<file path="config.mk">
export PLATFORM = sky130hd
export DESIGN_NAME = dmem_arbiter_flat
export DESIGN_NICKNAME = d
export VERILOG_FILES = /design/src/rtl/dmem_arb_pkg.sv /design/src/rtl/dmem_arbiter_if.sv /design/src/rtl/dmem_lane_mux.sv /design/src/rtl/dmem_arbiter.sv /design/src/flat_wrapper.sv
export SDC_FILE = /design/constraint.sdc
export NUM_CORES = 1
export LEC_CHECK = 0
export ABC_AREA = 1
export BUFFER_PORTS_ARGS = -buffer_cell sky130_fd_sc_hd__buf_2
export CAP_MARGIN = 20
export CORE_MARGIN = 3
export CORE_UTILIZATION = 55
export CTS_BUF_LIST = sky130_fd_sc_hd__clkbuf_2
export DETAILED_ROUTE_END_ITERATION = 8
export GPL_TIMING_DRIVEN = 0
export PLACE_DENSITY = 0.94
export SLEW_MARGIN = 30
export SYNTH_ARGS = -nofsm -noshare
export SYNTH_HDL_FRONTEND = slang
export SYNTH_HIERARCHICAL = 1
export SYNTH_SLANG_ARGS = --single-unit
</file>
<file path="constraint.sdc">
create_clock -name CLK -period 3.62 [get_ports CLK]
set_input_delay 0.724 -clock CLK [delete_from_list [all_inputs] [get_ports CLK]]
set_output_delay 0.724 -clock CLK [all_outputs]
set_load 0.005 [all_outputs]
</file>
<file path="src/rtl/dmem_arb_pkg.sv">
// Shared types for the data-memory arbiter: FSM states, access-size codes and the legality check.
// The RMW states exist only when DMEM_ARB_RMW_EN is defined.
package dmem_arb_pkg;

  typedef enum logic [2:0] {
    IDLE,
    RD_ISS,
    RD_CAP,
    WR_ISS,
`ifdef DMEM_ARB_RMW_EN
    RMW_RD,
    RMW_CAP,
    RMW_WR,
`endif
    RESP
  } state_t;

  localparam logic [1:0] SZ_WORD = 2'd0;
  localparam logic [1:0] SZ_HALF = 2'd1;
  localparam logic [1:0] SZ_BYTE = 2'd2;
  localparam logic [1:0] SZ_ILL  = 2'd3;

  // Natural alignment is required; illegal size code is always rejected.
  function automatic logic is_legal(input logic [1:0] size, input logic [1:0] addr_lo);
    logic ok;
    ok = 1'b1;
    if (size == SZ_ILL) ok = 1'b0;
    else if (size == SZ_HALF && addr_lo[0]) ok = 1'b0;
    else if (size == SZ_WORD && addr_lo != 2'b00) ok = 1'b0;
    return ok;
  endfunction

endpackage

</file>
<file path="src/rtl/dmem_arbiter_if.sv">
// Requester-side request/acknowledge bundle of the data-memory arbiter.
interface dmem_arbiter_if #(
  parameter int ADDR_W = 12,
  parameter int DATA_W = 32
);
  logic              REQ;
  logic              WE;
  logic [ADDR_W-1:0] ADDR;
  logic [1:0]        SIZE;
  logic [DATA_W-1:0] WD;
  logic              ACK;
  logic [DATA_W-1:0] RD;
  logic              ERR;

  modport master (output REQ, WE, ADDR, SIZE, WD, input ACK, RD, ERR);
  modport slave  (input REQ, WE, ADDR, SIZE, WD, output ACK, RD, ERR);
endinterface

</file>
<file path="src/rtl/dmem_lane_mux.sv">
// Little-endian lane logic: extracts and zero-extends a sub-word (merge = 0)
// or merges the low bits of wd into the addressed lane of word (merge = 1).
module dmem_lane_mux
  import dmem_arb_pkg::*;
(
  input  logic [31:0] word,
  input  logic [1:0]  addr_lo,
  input  logic [1:0]  size,
  input  logic [31:0] wd,
  input  logic        merge,
  output logic [31:0] word_out
);

  always_comb begin
    word_out = word;
    if (merge) begin
      case (size)
        SZ_HALF: word_out[{addr_lo[1], 4'b0000} +: 16] = wd[15:0];
        SZ_BYTE: word_out[{addr_lo, 3'b000} +: 8]      = wd[7:0];
        default: word_out = wd;
      endcase
    end else begin
      case (size)
        SZ_HALF: word_out = {16'b0, word[{addr_lo[1], 4'b0000} +: 16]};
        SZ_BYTE: word_out = {24'b0, word[{addr_lo, 3'b000} +: 8]};
        default: word_out = word;
      endcase
    end
  end

endmodule

</file>
<file path="src/rtl/dmem_arbiter.sv">
// Two-requester round-robin controller in front of the data memory.
// Define DMEM_ARB_RMW_EN to turn sub-word writes into word read-modify-write sequences.
module dmem_arbiter
  import dmem_arb_pkg::*;
#(
  parameter int ADDR_W = 12,
  parameter int DATA_W = 32
) (
  input  logic              CLK,
  input  logic              RST_N,
  dmem_arbiter_if.slave     M0,
  dmem_arbiter_if.slave     M1,
  output logic              MEM_RE,
  output logic              MEM_WE,
  output logic [ADDR_W-1:0] MEM_RA,
  output logic [ADDR_W-1:0] MEM_WA,
  output logic [DATA_W-1:0] MEM_WD,
  output logic [1:0]        MEM_SIZE,
  input  logic [DATA_W-1:0] MEM_RD
);

  state_t state_q, state_d;
  logic   last_q, gnt_q, err_q;

  logic              we_q;
  logic [ADDR_W-1:0] addr_q;
  logic [1:0]        size_q;
  logic [DATA_W-1:0] wd_q, rdata_q;

  logic              gnt_vld, gnt_sel, sel_we, sel_legal, do_grant, lane_merge;
  logic [ADDR_W-1:0] sel_addr, word_addr;
  logic [1:0]        sel_size;
  logic [DATA_W-1:0] sel_wd, lane_word, rsp_rd;

  // On a tie the requester that was not served last wins.
  assign gnt_vld   = M0.REQ | M1.REQ;
  assign gnt_sel   = (M0.REQ & M1.REQ) ? ~last_q : M1.REQ;
  assign sel_we    = gnt_sel ? M1.WE   : M0.WE;
  assign sel_addr  = gnt_sel ? M1.ADDR : M0.ADDR;
  assign sel_size  = gnt_sel ? M1.SIZE : M0.SIZE;
  assign sel_wd    = gnt_sel ? M1.WD   : M0.WD;
  assign sel_legal = is_legal(sel_size, sel_addr[1:0]);
  assign do_grant  = (state_q == IDLE) && gnt_vld;
  assign word_addr = {addr_q[ADDR_W-1:2], 2'b00};

`ifdef DMEM_ARB_RMW_EN
  assign lane_merge = (state_q == RMW_CAP);
`else
  assign lane_merge = 1'b0;
`endif

  dmem_lane_mux u_lane (
    .word     (MEM_RD),
    .addr_lo  (addr_q[1:0]),
    .size     (size_q),
    .wd       (wd_q),
    .merge    (lane_merge),
    .word_out (lane_word)
  );

  always_ff @(posedge CLK or negedge RST_N) begin
    if (!RST_N) begin
      state_q <= IDLE;
      last_q  <= 1'b1;
      gnt_q   <= 1'b0;
      err_q   <= 1'b0;
    end else begin
      state_q <= state_d;
      if (do_grant) begin
        last_q <= gnt_sel;
        gnt_q  <= gnt_sel;
        err_q  <= ~sel_legal;
      end
    end
  end

  // Request fields and captured data carry no reset; every output use is gated by state.
  always_ff @(posedge CLK) begin
    if (do_grant) begin
      we_q   <= sel_we;
      addr_q <= sel_addr;
      size_q <= sel_size;
      wd_q   <= sel_wd;
    end
    if (state_q == RD_CAP
`ifdef DMEM_ARB_RMW_EN
        || state_q == RMW_CAP
`endif
       ) rdata_q <= lane_word;
  end

  always_comb begin
    state_d = state_q;
    case (state_q)
      IDLE: begin
        if (gnt_vld) begin
          if (!sel_legal)                state_d = RESP;
          else if (!sel_we)              state_d = RD_ISS;
`ifdef DMEM_ARB_RMW_EN
          else if (sel_size != SZ_WORD)  state_d = RMW_RD;
`endif
          else                           state_d = WR_ISS;
        end
      end
      RD_ISS:  state_d = RD_CAP;
      RD_CAP:  state_d = RESP;
      WR_ISS:  state_d = RESP;
`ifdef DMEM_ARB_RMW_EN
      RMW_RD:  state_d = RMW_CAP;
      RMW_CAP: state_d = RMW_WR;
      RMW_WR:  state_d = RESP;
`endif
      RESP:    state_d = IDLE;
      default: state_d = IDLE;
    endcase
  end

  always_comb begin
    MEM_RE   = 1'b0;
    MEM_WE   = 1'b0;
    MEM_RA   = '0;
    MEM_WA   = '0;
    MEM_WD   = '0;
    MEM_SIZE = SZ_WORD;
    case (state_q)
      RD_ISS: begin
        MEM_RE = 1'b1;
        MEM_RA = word_addr;
      end
      WR_ISS: begin
        MEM_WE   = 1'b1;
        MEM_WA   = addr_q;
        MEM_WD   = wd_q;
        MEM_SIZE = size_q;
      end
`ifdef DMEM_ARB_RMW_EN
      RMW_RD: begin
        MEM_RE = 1'b1;
        MEM_RA = word_addr;
      end
      RMW_WR: begin
        MEM_WE = 1'b1;
        MEM_WA = word_addr;
        MEM_WD = rdata_q;
      end
`endif
      default: ;
    endcase
  end

  assign rsp_rd = (err_q | we_q) ? '0 : rdata_q;

  assign M0.ACK = (state_q == RESP) & ~gnt_q;
  assign M1.ACK = (state_q == RESP) &  gnt_q;
  assign M0.RD  = M0.ACK ? rsp_rd : '0;
  assign M1.RD  = M1.ACK ? rsp_rd : '0;
  assign M0.ERR = M0.ACK & err_q;
  assign M1.ERR = M1.ACK & err_q;

endmodule
</file>
<file path="src/flat_wrapper.sv">
// flat-port wrapper written by rule: the top's interface ports become plain ports
module dmem_arbiter_flat import dmem_arb_pkg::*;
#(
  parameter int ADDR_W = 12,
  parameter int DATA_W = 32
)
  (CLK, RST_N, MEM_RE, MEM_WE, MEM_RA, MEM_WA, MEM_WD, MEM_SIZE, MEM_RD, M0_REQ, M0_WE, M0_ADDR, M0_SIZE, M0_WD, M0_ACK, M0_RD, M0_ERR, M1_REQ, M1_WE, M1_ADDR, M1_SIZE, M1_WD, M1_ACK, M1_RD, M1_ERR);
  dmem_arbiter_if #(.ADDR_W(ADDR_W), .DATA_W(DATA_W)) M0_i ();
  dmem_arbiter_if #(.ADDR_W(ADDR_W), .DATA_W(DATA_W)) M1_i ();
  input  logic CLK;
  input  logic RST_N;
  output logic MEM_RE;
  output logic MEM_WE;
  output logic [ADDR_W-1:0] MEM_RA;
  output logic [ADDR_W-1:0] MEM_WA;
  output logic [DATA_W-1:0] MEM_WD;
  output logic [1:0] MEM_SIZE;
  input  logic [DATA_W-1:0] MEM_RD;
  input wire logic [$bits(M0_i.REQ)-1:0] M0_REQ;
  input wire logic [$bits(M0_i.WE)-1:0] M0_WE;
  input wire logic [$bits(M0_i.ADDR)-1:0] M0_ADDR;
  input wire logic [$bits(M0_i.SIZE)-1:0] M0_SIZE;
  input wire logic [$bits(M0_i.WD)-1:0] M0_WD;
  output wire logic [$bits(M0_i.ACK)-1:0] M0_ACK;
  output wire logic [$bits(M0_i.RD)-1:0] M0_RD;
  output wire logic [$bits(M0_i.ERR)-1:0] M0_ERR;
  input wire logic [$bits(M1_i.REQ)-1:0] M1_REQ;
  input wire logic [$bits(M1_i.WE)-1:0] M1_WE;
  input wire logic [$bits(M1_i.ADDR)-1:0] M1_ADDR;
  input wire logic [$bits(M1_i.SIZE)-1:0] M1_SIZE;
  input wire logic [$bits(M1_i.WD)-1:0] M1_WD;
  output wire logic [$bits(M1_i.ACK)-1:0] M1_ACK;
  output wire logic [$bits(M1_i.RD)-1:0] M1_RD;
  output wire logic [$bits(M1_i.ERR)-1:0] M1_ERR;
  assign M0_i.REQ = M0_REQ;
  assign M0_i.WE = M0_WE;
  assign M0_i.ADDR = M0_ADDR;
  assign M0_i.SIZE = M0_SIZE;
  assign M0_i.WD = M0_WD;
  assign M0_ACK = M0_i.ACK;
  assign M0_RD = M0_i.RD;
  assign M0_ERR = M0_i.ERR;
  assign M1_i.REQ = M1_REQ;
  assign M1_i.WE = M1_WE;
  assign M1_i.ADDR = M1_ADDR;
  assign M1_i.SIZE = M1_SIZE;
  assign M1_i.WD = M1_WD;
  assign M1_ACK = M1_i.ACK;
  assign M1_RD = M1_i.RD;
  assign M1_ERR = M1_i.ERR;
  dmem_arbiter #(.ADDR_W(ADDR_W), .DATA_W(DATA_W)) u_core (.CLK(CLK), .RST_N(RST_N), .M0(M0_i), .M1(M1_i), .MEM_RE(MEM_RE), .MEM_WE(MEM_WE), .MEM_RA(MEM_RA), .MEM_WA(MEM_WA), .MEM_WD(MEM_WD), .MEM_SIZE(MEM_SIZE), .MEM_RD(MEM_RD));
endmodule
</file>
==> results_dict.tcl <==
set metrics [dict create \
    setup_viol 0 \
    coreArea_um2 11500 \
    route.detailed.drc 0 \
    final_hold_viol_count 0 \
    peakVddDrop_mv 0.353 \
    status "finished clean" \
    nNetsFinal 1439 \
    postCtsSetupRepairBufs 0 \
    clockBufferDepth 2 \
    hp-class "input port to flip-flop" \
    htreeDepth 3 \
    num_rows 39 \
    via_per_inst 5.25 \
    power_density_nw_per_um2 690 \
    leakagePower_nw 4.68 \
    yosys_warnings 6 \
    timing.final.crit_share 0.835 \
    dpl.hpwl_um 18200 \
    cts_root_buf "clkbuf_2" \
    rsz0062_at_grt "false" \
    die_area_um2 13200 \
    layout_commonest_cell "nand2_1" \
    cp-start-kind "flip-flop" \
    fin_area_um2 8180 \
    dp_cells 1433 \
    power_mw 5.64 \
    drive_gt1_frac 0.254 \
    grt_remaining_overflow 0 \
    layout_common_cells "nand2_1, buf_2, inv_1" \
    post_drt_wl_per_cell_um 15.5 \
    ys_ff_latch 85 \
    portBuffers 255 \
    track_usage 0.333 \
    finalWirelength_um 22500 \
    synth_area_per_cell_um2 6.35 \
    crit_required_ns 2.90 \
    worst_pin_slew_ns 0.597 \
    cts_tree "done" \
    die-height_um 115 \
    ctsResizeCount 0 \
    synth_edf_count 79 \
    worstPathMaxFanout 10 \
    ios 258 \
    cts_hold_buf 1 \
    clock-sinks 85 \
    antennaDiodeCount 0 \
    dr_total_vias 7615 \
    antenna_found_initial 0 \
    grt_pass1_vias 6831 \
    period_minus_slack_ns 3.02 \
    clock_latency_ns 0.59 \
    synth_area_leaders "edfxtp_1, nand2_1, inv_1" \
    slew-limit-headroom 0.602 \
    postPlaceCellArea_um2 8060 \
    synthFlopType "edfxtp_1" \
    path_class "flip-flop to output port" \
    grt_pass1_wl_um 34100 \
    cp.arrival_ns 2.30 \
    max-cap-violations 0 \
    final_core_util 0.710 \
    routabilityCongestion 0.977 \
    ys_seq_area_frac 0.386 \
    fmax_mhz 331 \
    die_width_um 115 \
    start_util 0.568 \
    dr.pass1.iters 7 \
    synth.top_cell.area_share 0.363 \
    cts_buffers 9 \
    cp-end-kind "output port" \
    grt_max_degree 32 \
    drtIter0Drc 722 \
    tns_ns 0 \
    async_reset_ff_frac 0.0706 \
    fin_cells 1450 \
    syn2layout_area_growth_pct 25.0 \
    ant_nets 0 \
    synth_area_um2 6540 \
    synth.largest_area_cell "edfxtp_1" \
    clk_pin_slew_ns 0.24 \
    syn_inst 1031 \
    final-max-slew-violation-count 0 \
    synth_cell_types 31 \
    fin_worst_skew_ns 0.0345 \
]
-- cells by family (layout without fill, tap and decap cells) --
kind of cell	count (synthesis)	in the layout	share of synthesized area
adder cells (fa/ha/maj)	7	7	0.0134
buffers and inverters	207	481	0.129
AND/OR/NAND/NOR	618	618	0.382
other	1	3	0.000573
AO/OA/AOI/OAI	113	113	0.0897
flip-flops	85	85	0.386
-- worst paths after layout --
kind | start | end | slack, ns | cells past startpoint
min | M1_ADDR[2] | u_core/addr_q[2]$_DFFE_PP_ | 0.38 | 3
min in group asynchronous | RST_N | u_core/err_q$_DFFE_PN0P_ | 0.44 | 2
max reg2reg | u_core/state_q[2]$_DFFE_PN0P_ | u_core/wd_q[1]$_DFFE_PP_ | 1.52 | 4
max in group asynchronous | RST_N | u_core/last_q$_DFFE_PN1P_ | 2.96 | 2
min reg2reg | u_core/last_q$_DFFE_PN1P_ | u_core/last_q$_DFFE_PN1P_ | 0.50 | 2
max | u_core/state_q[0]$_DFFE_PN0P_ | M1_RD[13] | 0.60 | 7
-- cell usage after synthesis (4+ instances only) --
master,n
nand2_2,6
inv_1,144
buf_4,6
buf_1,4
o21ai_1,9
clkbuf_1,15
buf_2,27
ha_1,7
edfxtp_1,79
inv_2,8
a21oi_1,58
o21ai_0,42
nor3_1,75
dfrtp_1,5
nor2_1,136
nand2_1,370
nand3_1,22
-- flip-flops by register name, indices dropped and copies added, names as in the netlist --
signal          flops
u_core/rdata_q     32
u_core/wd_q        32
u_core/addr_q      12
u_core/err_q        1
u_core/state_q      3
u_core/size_q       2
u_core/last_q       1
u_core/gnt_q        1
u_core/we_q         1
-- where the power goes --
group | leakage, nW | internal, mW | switching, mW
logic | 3.79 | 1.00 | 2.32
registers | 0.824 | 1.61 | 0.215
clock network | 0.0710 | 0.161 | 0.334
total | 4.68 | 2.78 | 2.87
-- stage by stage --
| step | setup WS, ns | hold slack, ns |
|---|---|---|
| 2_1_floorplan | 1.19 | 0.428 |
| 3_3_place_gp | 0.750 | 0.457 |
| 3_5_place_dp | 1.27 | 0.477 |
| 4_1_cts | 0.590 | 0.364 |
| 5_1_grt | 0.453 | 0.366 |
| 6_report | 0.596 | 0.377 |
-- routing by layer --
metal / routed length (um) / vias up / share of wire / global-route usage
met3: 2240 / 57 / 0.099 / 0.0605
met4: 861 / 0 / 0.038 / 0.141
li1: - / 3745 / - / -
met2: 10700 / 476 / 0.47 / 0.558
met1: 8740 / 3337 / 0.39 / 0.424
met5: 0 / - / 0 / 0
-- layout make-up --
| cell class | instances | area, um2 |
|---|---|---|
| fillers | 1025 | 3340 |
| multi-input cells | 741 | 3190 |
| flip-flops and latches | 85 | 2520 |
| repair buffers | 258 | 1330 |
| inverters | 154 | 578 |
| plain buffers | 53 | 263 |
| well taps | 143 | 179 |
| clock buffers | 11 | 55.1 |
| clock inverters | 5 | 51.3 |
-- worst max-delay path, cell delays in order, from the launching register on --
cell and delay [ns]:
dfrtp_1 0.48, inv_2 0.09, nand3_1 0.10, nor2_1 0.29, inv_2 0.12, clkbuf_1 0.25, nor3_1 0.22, buf_2 0.15
Power figures use the tool's default switching activity.
